==> src/rtl/a_rd_cross_xn_ram.sv <==
// Purpose : N-way read-return crossbar; the selected channel's valid words are buffered in a FWFT FIFO.
// Latency : a word pushed into an empty FIFO appears on data_o/dv_o one cycle later.
// Backpr. : the consumer stalls with rdy_i=0; a push into a full FIFO without a pop is dropped and sets ovf_o.
//
// Ports:
//   clk_i, rst_n_i         clock, asynchronous active-low reset
//   sel_i, data_i, dv_i    requested channel, packed channel data, per-channel valid
//   data_o, dv_o, rdy_i    FIFO head word, head valid, consumer ready (pop on dv_o && rdy_i)
//   full_o, empty_o        registered occupancy flags
//   level_o                current occupancy
//   cur_sel_o              channel currently in effect
//   ovf_o, clr_ovf_i       sticky overflow flag and its synchronous clear

// Purpose : generic first-word-fall-through FIFO with registered level/full/empty flags.
// Latency : a write at edge t is visible on head_dat after edge t.
// Backpr. : a write while full is accepted only together with a pop; otherwise it is ignored.
module a_rd_cross_xn_fifo #(
  parameter int DW    = 16,
  parameter int DEPTH = 8
) (
  input  logic                     clk_i,
  input  logic                     rst_n_i,
  input  logic                     push_vld,
  input  logic [DW-1:0]            push_dat,
  input  logic                     pop_rdy,
  output logic [DW-1:0]            head_dat,
  output logic                     full,
  output logic                     empty,
  output logic [$clog2(DEPTH):0]   level
);
  localparam int PW = $clog2(DEPTH);
  localparam int LW = PW + 1;

  logic [DW-1:0] mem [DEPTH];
  logic [PW-1:0] wr_ptr, rd_ptr;
  logic [LW-1:0] level_q, level_d;
  logic          full_q, empty_q;
  logic          wr, rd;

  // A write into a full FIFO lands in the slot being vacated by the same-cycle pop.
  assign rd = pop_rdy && !empty_q;
  assign wr = push_vld && (!full_q || rd);

  always_comb begin
    level_d = level_q;
    case ({wr, rd})
      2'b10:   level_d = level_q + LW'(1);
      2'b01:   level_d = level_q - LW'(1);
      default: level_d = level_q;
    endcase
  end

  // Memory is cleared on reset so the head reads 0 out of reset.
  always_ff @(posedge clk_i or negedge rst_n_i) begin
    if (!rst_n_i) begin
      for (int i = 0; i < DEPTH; i++) mem[i] <= '0;
      wr_ptr  <= '0;
      rd_ptr  <= '0;
      level_q <= '0;
      full_q  <= 1'b0;
      empty_q <= 1'b1;
    end else begin
      if (wr) begin
        mem[wr_ptr] <= push_dat;
        wr_ptr      <= wr_ptr + PW'(1);
      end
      if (rd) rd_ptr <= rd_ptr + PW'(1);
      level_q <= level_d;
      full_q  <= (level_d == LW'(DEPTH));
      empty_q <= (level_d == LW'(0));
    end
  end

  assign head_dat = mem[rd_ptr];
  assign full     = full_q;
  assign empty    = empty_q;
  assign level    = level_q;
endmodule

module a_rd_cross_xn_ram #(
  parameter int NB_CH  = 4,
  parameter int DATA_W = 16,
  parameter int SEL_W  = 2,
  parameter int DEPTH  = 8,
  parameter int GUARD  = 1
) (
  input  logic                    clk_i,
  input  logic                    rst_n_i,
  input  logic [SEL_W-1:0]        sel_i,
  input  logic [NB_CH*DATA_W-1:0] data_i,
  input  logic [NB_CH-1:0]        dv_i,
  output logic [DATA_W-1:0]       data_o,
  output logic                    dv_o,
  input  logic                    rdy_i,
  output logic                    full_o,
  output logic                    empty_o,
  output logic [$clog2(DEPTH):0]  level_o,
  output logic [SEL_W-1:0]        cur_sel_o,
  output logic                    ovf_o,
  input  logic                    clr_ovf_i
);
  localparam int GW = (GUARD > 1) ? $clog2(GUARD + 1) : 1;

  typedef enum logic {ACTIVE, SWITCH} state_t;

  state_t            state_q, state_d;
  logic [SEL_W-1:0]  cur_sel_q, cur_sel_d;
  logic [GW-1:0]     cnt_q, cnt_d;
  logic [DATA_W-1:0] ch_dat;
  logic              ch_vld;
  logic              push_vld;
  logic              pop_rdy;
  logic              ovf_q;
  logic              ovf_set;

  // Only the channel in effect is looked at, so X or junk on other channels
  // never reaches the FIFO. An out-of-range select matches no channel.
  always_comb begin
    ch_dat = '0;
    ch_vld = 1'b0;
    for (int k = 0; k < NB_CH; k++) begin
      if (cur_sel_q == SEL_W'(k)) begin
        ch_dat = data_i[k*DATA_W +: DATA_W];
        ch_vld = dv_i[k];
      end
    end
  end

  // Select guard: the change cycle plus GUARD cycles are dead, and any further
  // change while switching restarts the guard, so sources never interleave.
  always_comb begin
    state_d   = state_q;
    cur_sel_d = cur_sel_q;
    cnt_d     = cnt_q;
    push_vld  = 1'b0;
    case (state_q)
      ACTIVE: begin
        if (sel_i != cur_sel_q) begin
          cur_sel_d = sel_i;
          cnt_d     = GW'(GUARD);
          state_d   = SWITCH;
        end else begin
          push_vld  = ch_vld;
        end
      end
      SWITCH: begin
        if (sel_i != cur_sel_q) begin
          cur_sel_d = sel_i;
          cnt_d     = GW'(GUARD);
        end else begin
          cnt_d = cnt_q - GW'(1);
          if (cnt_q == GW'(1)) state_d = ACTIVE;
        end
      end
      default: state_d = ACTIVE;
    endcase
  end

  always_ff @(posedge clk_i or negedge rst_n_i) begin
    if (!rst_n_i) begin
      state_q   <= ACTIVE;
      cur_sel_q <= '0;
      cnt_q     <= '0;
    end else begin
      state_q   <= state_d;
      cur_sel_q <= cur_sel_d;
      cnt_q     <= cnt_d;
    end
  end

  assign pop_rdy = dv_o && rdy_i;
  assign ovf_set = push_vld && full_o && !pop_rdy;

  // Set has priority over a same-cycle clear so no overflow event is lost.
  always_ff @(posedge clk_i or negedge rst_n_i) begin
    if (!rst_n_i)       ovf_q <= 1'b0;
    else if (ovf_set)   ovf_q <= 1'b1;
    else if (clr_ovf_i) ovf_q <= 1'b0;
  end

  a_rd_cross_xn_fifo #(
    .DW    (DATA_W),
    .DEPTH (DEPTH)
  ) u_fifo (
    .clk_i    (clk_i),
    .rst_n_i  (rst_n_i),
    .push_vld (push_vld),
    .push_dat (ch_dat),
    .pop_rdy  (pop_rdy),
    .head_dat (data_o),
    .full     (full_o),
    .empty    (empty_o),
    .level    (level_o)
  );

  assign dv_o      = !empty_o;
  assign cur_sel_o = cur_sel_q;
  assign ovf_o     = ovf_q;
endmodule

==> config.mk <==
export PLATFORM = sky130hd
export DESIGN_NAME = a_rd_cross_xn_ram
export DESIGN_NICKNAME = d
export VERILOG_FILES = /design/src/rtl/a_rd_cross_xn_ram.sv
export SDC_FILE = /design/constraint.sdc
export NUM_CORES = 1
export LEC_CHECK = 0
export CAP_MARGIN = 25
export CORE_UTILIZATION = 45
export DETAILED_ROUTE_END_ITERATION = 8
export GPL_TIMING_DRIVEN = 0
export PLACE_DENSITY = 0.74
export SLEW_MARGIN = 20
export SYNTH_ARGS = -nofsm -noshare
export SYNTH_HDL_FRONTEND = slang
export SYNTH_SLANG_ARGS = --single-unit
==> constraint.sdc <==
create_clock -name clk_i -period 3 [get_ports clk_i]
set_input_delay 0.6 -clock clk_i [delete_from_list [all_inputs] [get_ports clk_i]]
set_output_delay 0.6 -clock clk_i [all_outputs]
set_load 0.01 [all_outputs]
==> impl.org, run 1 <==
** Run
- MaxCap Viol Count :: 0

** Global routing
- Via count of the first global-routing pass :: 4855
- Global routing consumed, over all layers together, 21.3% of the routing resources.
- For this run the aggregate overflow at the end of global routing stands at 0.
- Entering global routing, the biggest net connects 82 pins.
- The first global-routing pass estimated 25.8 mm of wire.
- Initial antenna violation count :: 0

** Yosys
- Synthesis produced a netlist with a net count of 527.
- The Yosys step of the flow raised 0 warnings.
- In this run the cell area of the synthesized design comes to 7180 sq um.
- The share of the Yosys chip area taken by registers is 50.6%.
- Post-synthesis cell type count :: 50
- Dividing the synthesized area by the synthesized cell count gives 16.0 sq um.
- Counting flops with an async set or reset pin after synthesis yields a share of 100%.
- Number of cells produced by synthesis :: 448
- In this run, synthesis produced a sequential element count of 145.
- Top flip-flop cell by instance count after synthesis :: sky130_fd_sc_hd__dfrtp_1
- EDFF count, synth :: 0

** Routing
- Drt wl/cell :: 20.4 um
- Once detail routing completed, the nets flagged for antenna violations numbered 0.
- The detailed router finished its first iteration with 265 violations.
- Vias :: 4510
- After detailed routing, the number of vias per cell comes to 5.62.
- Drt drc :: 0
- Aggregate routed wire length :: 16.3 mm
- Pre-antenna DRT Iters :: 4

** Cells and area
- From synthesis to final layout, the design area changed by 29.8%.
- Commonest non-fill, non-tap cells in the layout :: sky130_fd_sc_hd__mux2_2 (145), sky130_fd_sc_hd__dfrtp_1 (143), sky130_fd_sc_hd__clkdlybuf4s50_1 (81)
- Layout cell share with drive strength beyond 1 :: 47.5%
- The library cell used most frequently in the layout, excluding fill and tap cells, is sky130_fd_sc_hd__mux2_2.
- Number of antenna repair diodes :: 0
- Util after Layout :: 60.6%
- The layout has 1150 filler cells.
- Total Nets Final :: 661

** Timing
- Measured against its own limit, the worst slew margin works out to 56.1%.
- Max frequency :: 332 MHz
- The worst path uses 101% of the clock period.
- Summed over all failing endpoints, the final setup total negative slack is -0.0156 ns.
- Worst clock skew :: 0.00651 ns
- The number of hold violations in the final report was 0.
- Slew of the pin with the lowest slew margin :: 0.659 ns
- Once routing completed, OpenROAD measured the worst setup slack at -0.0156 ns.
- The max-slew violation total from the final report is 0.
- The routed design could run at a clock period as short as 3.02 ns.
- Setup repair after global routing missed its margin :: true
- Final hold slack :: 0.100 ns
- Setup violations remaining at the end of the flow were counted as 1.

** Die
- The initial utilization of the core area, before any placement, comes to 46.7%.
- In this run the horizontal extent of the chip is 128 um.
- Ports placed on the boundary :: 100
- The die is 128 um tall.
- Die Footprint :: 16500 sq um
- In this run the core area contains 45 standard-cell rows.
- In this run the standard cell core region covers 15400 sq um.

** Worst hold path
- Worst hold path type :: input pin to asynchronous set/reset pin

** Critical path
- Critical Path AT :: 3.35 ns
- STA classifies the critical path startpoint as an input pin.
- Critical Setup Path Class :: input pin to register
- Capturing element type of the critical path :: register
- Data on the critical path is required at its endpoint by 3.34 ns.
- Of all nets on the critical path, the largest fanout is 3.

** Power and ir drop
- The analysis attributes to cell leakage a power of 4.37 nW.
- The worst-case IR drop observed on VDD is 0.600 mV.
- Power per unit of standard cell area :: 771 nW/um^2
- After layout, the design draws a total of 7.19 mW.

** CTS
- The later pin in the worst-skew pair is clocked with a latency of 0.42 ns.
- For this design, the sink count on the clock tree is 145.
- TritonCTS created 17 clock buffers.
- No sink is reached through more buffers than the 2 on the longest clock path.
- The root buffer cell chosen for the clock tree is sky130_fd_sc_hd__clkbuf_16.
- Post-CTS clock slew at the launch and capture registers of the worst setup and hold paths :: 0.06 ns
- TritonCTS built the clock tree.
- The clock tree synthesis step divided the H-tree into 4 levels.
- # hold bufs at CTS :: 0

** Run status
- The checks that failed: negative setup slack.
- Outcome :: finished with violations

** Placement
- Weighted congestion at the end of routability-driven global placement :: 0.748
- Port Buffers :: 99
- Detailed placement finished with a half-perimeter wire length of 10.7 mm.
-- power breakdown --
group	switching [mW]	total (mW)	internal [mW]
logic	0.960	2.38	1.42
clock network	0.765	2.07	1.30
registers	0.327	2.74	2.41
-- cell type report --
type,count,area (sq um),area share (%)
multi-input combinational,270,3420,36.7
clock buffer,21,450,4.83
inverter,7,26.3,0.282
clock inverter,7,113,1.21
tap,211,264,2.83
buffer,23,243,2.61
sequential,145,3630,39.0
timing repair buffer,118,1170,12.6
-- layer usage --
layer	GRT usage (%)	up-vias	part of all wire, %
met1	28.5	2393	44
met3	4.92	18	4.1
met5	0	-	0
li1	-	1981	-
met4	6.23	0	1.2
met2	35.0	118	51
-- path summary, 6_finish.rpt --
kind	from	to	slack, ns	depth (start not counted)
max	dv_i[3]	u_fifo.empty$_DFF_PN1_	-0.02	11
min	rst_n_i	u_fifo.mem[117]$_DFFE_PN0P_	0.10	1
min reg2reg	ovf_o$_DFFE_PN0P_	ovf_o$_DFFE_PN0P_	0.49	2
max in group asynchronous	rst_n_i	u_fifo.empty$_DFF_PN1_	2.09	2
max reg2reg	cur_sel_o[1]$_DFFE_PN0P_	u_fifo.empty$_DFF_PN1_	0.02	11
min in group clk_i	ovf_o$_DFFE_PN0P_	ovf_o$_DFFE_PN0P_	0.49	2
-- flip-flops by register name, indices dropped and copies added (netlist names) --
register / cells
u_fifo.level: 4
cur_sel_o: 2
u_fifo.empty: 1
ovf_o: 1
u_fifo.full: 1
u_fifo.rd_ptr: 3
u_fifo.wr_ptr: 3
state_q: 1
cnt_q: 1
u_fifo.mem: 128
-- kinds of logic after synthesis --
logic type                 share of synthesized area [%]
AOI/OAI and AO/OA                                   3.69
xor gates and xnor gates                            1.22
adders and majority gates                          0.871
buffers and inverters                               2.77
DFF                                                 50.6
muxes                                               38.3
and+or+nand+nor                                     2.56
-- timing repair --
item                       in CTS  in global routing
hold endpoints to repair        0                  0
pin swaps                       2                  6
gates resized for setup        36                 13
setup buffers                   6                 12
setup endpoints to repair      20                 13
-- stage by stage --
step           worst slack (ns)  cells  area, sq um
5_1_grt                  -0.106    802         9320
3_3_place_gp              -4.11    758         8460
4_1_cts                 0.00689    790         9190
2_1_floorplan            0.0314    448         7210
3_5_place_dp             -0.810    759         8500
6_report                -0.0156    802         9320
-- worst max-delay path, stage by stage --
cell and delay [ns]:
sky130_fd_sc_hd__clkdlybuf4s50_1 0.46, sky130_fd_sc_hd__and3_4 0.19, sky130_fd_sc_hd__o211ai_1 0.19, sky130_fd_sc_hd__a221oi_4 0.34, sky130_fd_sc_hd__inv_2 0.09, sky130_fd_sc_hd__ha_4 0.18
sky130_fd_sc_hd__xor2_1 0.16, sky130_fd_sc_hd__ha_1 0.30, sky130_fd_sc_hd__mux2_4 0.29, sky130_fd_sc_hd__a2111o_1 0.32, sky130_fd_sc_hd__a211oi_2 0.23
-- synthesized netlist by cell type (2+ instances only) --
cell type                  count  area [sq um]
sky130_fd_sc_hd__xor2_1        3          26.3
sky130_fd_sc_hd__and2_1        3          18.8
sky130_fd_sc_hd__buf_2         7          35.0
sky130_fd_sc_hd__inv_1         6          22.5
sky130_fd_sc_hd__nand2_1       7          26.3
sky130_fd_sc_hd__clkbuf_1     10          37.5
sky130_fd_sc_hd__nor2b_1       3          18.8
sky130_fd_sc_hd__xnor2_1       7          61.3
sky130_fd_sc_hd__o21a_1        2          15.0
sky130_fd_sc_hd__a21oi_1       3          15.0
sky130_fd_sc_hd__mux4_1        3          78.8
sky130_fd_sc_hd__and3_1        2          12.5
sky130_fd_sc_hd__a21oi_2       3          26.3
sky130_fd_sc_hd__ha_1          5          62.6
sky130_fd_sc_hd__dfrtp_1     144          3600
sky130_fd_sc_hd__nor2_1        5          18.8
sky130_fd_sc_hd__buf_6         7          78.8
sky130_fd_sc_hd__mux4_2       45          1010
sky130_fd_sc_hd__nand3_1       2          10.0
sky130_fd_sc_hd__o21bai_2      2          22.5
sky130_fd_sc_hd__nand2b_1      2          12.5
sky130_fd_sc_hd__mux2_2      146          1640
sky130_fd_sc_hd__o221ai_1      3          26.3
sky130_fd_sc_hd__o21ai_0       2          10.0
Note: power is estimated with default switching activity, not from simulation.
==> inputs of run 2 (changes only) <==
CTS_CLUSTER_DIAMETER = 100   (was default)
==> results of run 2 <==
The final DEF is identical to that of run 1; final timing and power are the same.
==> inputs of run 3 (changes only) <==
PLACE_DENSITY = 0.76   (was 0.74)
SKIP_LAST_GASP = 1   (was default)
TNS_END_PERCENT = 5   (was default)
==> run 3 against run 2 <==
The run now ends clean. Critical path depth decreased by 7. Power decreased by 1.4%. Core utilization decreased by 0.62 points. Critical path type is now register to output pin.
==> impl.org, run 3 (synthesis gave the netlist of run 1 again) <==
** Critical path
- The peak fanout along the critical path is 10 (+7).
- Critical Path AT :: 2.40 ns (-0.95 ns)
- STA classifies the critical path endpoint as an output pin.
- Data required time at the worst endpoint :: 2.40 ns (-0.94 ns)
- Critical Setup Path Class :: register to output pin
- STA classifies the critical path startpoint as a register.

** Routing
- Drt wl/cell :: 21.0 um (+3.0%)
- The per-cell via count in the routed design came to 5.59 (-0.65%).
- The routed via count was 4436 (-1.6%).
- Drt drc :: 0 (unchanged)
- The number of violations reported at the end of detailed-routing iteration 0 was 285 (+7.5%).
- Aggregate routed wire length :: 16.7 mm (+2.0%)
- The remaining antenna violation count was 0 (unchanged).
- The number of detailed-route iterations in the first pass is 4 (unchanged).

** Placement
- Port Buffers :: 99 (unchanged)
- Weighted congestion at the end of routability-driven global placement :: 0.760 (+1.6%)
- The detailed-placement wirelength estimate came to 11.2 mm (+4.5%).
- The number of instances in the placed design was 759 (unchanged).

** Cells and area
- The fraction of layout cells with a size suffix above 1 is 47.2% (-0.38 points).
- Most common cell after layout, fill and taps aside :: sky130_fd_sc_hd__mux2_2
- The flip-flop count of the largest register, all copies and words added is 128 (unchanged).
- The post-layout utilization of the core came to 60.0% (-0.62 points).
- Total Nets Final :: 651 (-1.5%)
- Reg with most FFs :: u_fifo.mem
- The number of inserted filler cells in the final layout came to 1158 (+0.70%).
- The top cell types in the final layout, fill and taps aside, are sky130_fd_sc_hd__mux2_2 (146), sky130_fd_sc_hd__dfrtp_1 (143), sky130_fd_sc_hd__clkdlybuf4s50_1 (95).
- The area growth from synthesis to layout is 28.5%.
- Number of standard cells in the layout, taps in and fillers out :: 794 (-1.0%)
- Number of antenna repair diodes :: 0 (unchanged)

** Timing
- Final clock period utilization by the worst path :: 100% (-0.56 points)
- The pin slew with the least headroom to its limit is 0.656 ns (-0.00312 ns).
- The max-slew violation total from the final report is 0 (unchanged).
- Worst clock skew :: 0.00777 ns (+0.00125 ns)
- The count of endpoints failing setup in the final report is 0 (-1).
- The setup total negative slack is 0 ns (+0.0156 ns).
- The number of hold violations in the final report came to 0 (unchanged).
- Max frequency :: 333 MHz (+0.56%)
- Relative slew slack :: 56.2% (+0.18 points)
- The post-route minimum period came to 3.00 ns (-0.0169 ns).
- Setup repair after global routing could not meet its margin everywhere.

** Worst hold path
- The path class of the tightest hold or removal check is input pin to asynchronous set/reset pin.

** Global routing
- The remaining global-route overflow is 0 (unchanged).
- The first-pass GRT wire length is 26.8 mm (+3.8%).
- The pin count of the biggest net entering global routing is 89 (+8.5%).
- The via count of the first global-routing pass is 4902 (+0.97%).
- Global routing usage summed across all routing layers :: 22.3% (+0.92 points)
- Initial antenna violation count :: 0 (unchanged)

** Run
- MaxCap Viol Count :: 0 (unchanged)

** CTS
- The maximum buffer depth of the clock tree was 2 (unchanged).
- The clock edge transition at the registers on the reported setup and hold paths is 0.06 ns (about the same).
- TritonCTS buffer count :: 17 (unchanged)
- The number of levels in the clock H-tree came to 4 (unchanged).
- The quantity of hold-fixing buffers added after cts is 0 (unchanged).
- CTS tree :: yes
- Clock latency on the worst-skew pair :: 0.42 ns (about the same)
- CTS Sinks :: 145 (unchanged)
- Clk root buf :: sky130_fd_sc_hd__clkbuf_16

** Power and ir drop
- The maximum VDD drop came to 0.503 mV (-16%).
- LEAKAGE :: 4.17 nW (-4.6%)
- Power per unit of standard cell area :: 768 nW/um^2 (-0.37%)

** Run status
- Outcome :: complete, no violations

** Die
- The total I/O pin count was 100 (unchanged).
- The vertical die dimension was 128 um (unchanged).
- Core Rows :: 45 (unchanged)
- The die outline width is 128 um (unchanged).
- Die Footprint :: 16500 sq um (unchanged)
- The core box area was 15400 sq um (unchanged).
- Initial core utilization :: 46.7% (unchanged)
## run 3: cell count changes in the layout (fill, tap and decap cells not counted), moves of 2 or more
cell	before	now
sky130_fd_sc_hd__buf_8	1	3
sky130_fd_sc_hd__clkdlybuf4s50_1	81	95
sky130_fd_sc_hd__bufinv_16	3	1
sky130_fd_sc_hd__clkbuf_8	5	8
sky130_fd_sc_hd__clkinv_2	3	5
sky130_fd_sc_hd__dlygate4sd2_1	7	1
sky130_fd_sc_hd__dlymetal6s2s_1	10	2
sky130_fd_sc_hd__buf_4	19	9
## run 3: metal layers
metal	GRT usage, %	up-vias	share of wire [%]
li1	-	1967	-
met3	5.51	9	5.5
met4	6.37	0	0.67
met2	37.1	113	52
met5	0	-	0
met1	29.0	2347	42
## run 3: metrics by stage
| stage | setup WS (ns) | total power [mW] | hold slack [ns] | cell area [sq um] |
|---|---|---|---|---|
| global route | -0.106 | 7.46 | 0.133 | 9220 |
| global placement | -4.12 | 4.86 | 0.466 | 8460 |
| CTS | -0.0369 | 7.12 | 0.113 | 9180 |
| detailed placement | -0.834 | 4.98 | 0.483 | 8500 |
| floorplan | 0.0314 | 4.13 | 0.304 | 7210 |
| finish | 0.00132 | 7.09 | 0.108 | 9220 |
## run 3: worst paths after layout
check | startpoint | end | slack, ns | cells past startpoint
min | rst_n_i | u_fifo.mem[52]$_DFFE_PN0P_ | 0.11 | 1
min in group clk_i | cnt_q$_DFFE_PN0P_ | state_q$_DFF_PN0_ | 0.49 | 1
max in group asynchronous | rst_n_i | u_fifo.rd_ptr[0]$_DFFE_PN0P_ | 2.09 | 2
max | u_fifo.rd_ptr[0]$_DFFE_PN0P_ | data_o[3] | 0.001 | 4
max reg2reg | cur_sel_o[1]$_DFFE_PN0P_ | u_fifo.empty$_DFF_PN1_ | 0.09 | 11
min reg2reg | cnt_q$_DFFE_PN0P_ | state_q$_DFF_PN0_ | 0.49 | 1
## run 3: timing repair
item	in CTS	in global routing
gates resized for setup	27	8
endpoints found under the setup margin	20	18
pin swaps	3	3
hold endpoints to repair	0	0
setup buffers	6	2
## run 3: cell type report
class	count	area (sq um)	share of cell area, %
Timing Repair Buffer	108	1090	11.8
Clock buffer	24	502	5.44
Inverter	7	26.3	0.285
Multi-Input combinational cell	270	3420	37.1
Tap cell	211	264	2.86
Clock inverter	6	55.1	0.597
Buffer	23	239	2.59
Sequential cell	145	3630	39.4
## run 3: worst max-delay path, cell delays in order (launching register included)
cell                              delay, ns
sky130_fd_sc_hd__dfrtp_2               0.48
sky130_fd_sc_hd__buf_8                 0.22
sky130_fd_sc_hd__mux4_2                0.52
sky130_fd_sc_hd__mux2_2                0.28
sky130_fd_sc_hd__clkdlybuf4s50_1       0.48
## run 3: report_power, final
group	internal (mW)	switching (mW)
clock network	1.23	0.766
logic	1.39	0.947
registers	2.41	0.342
total	5.03	2.05
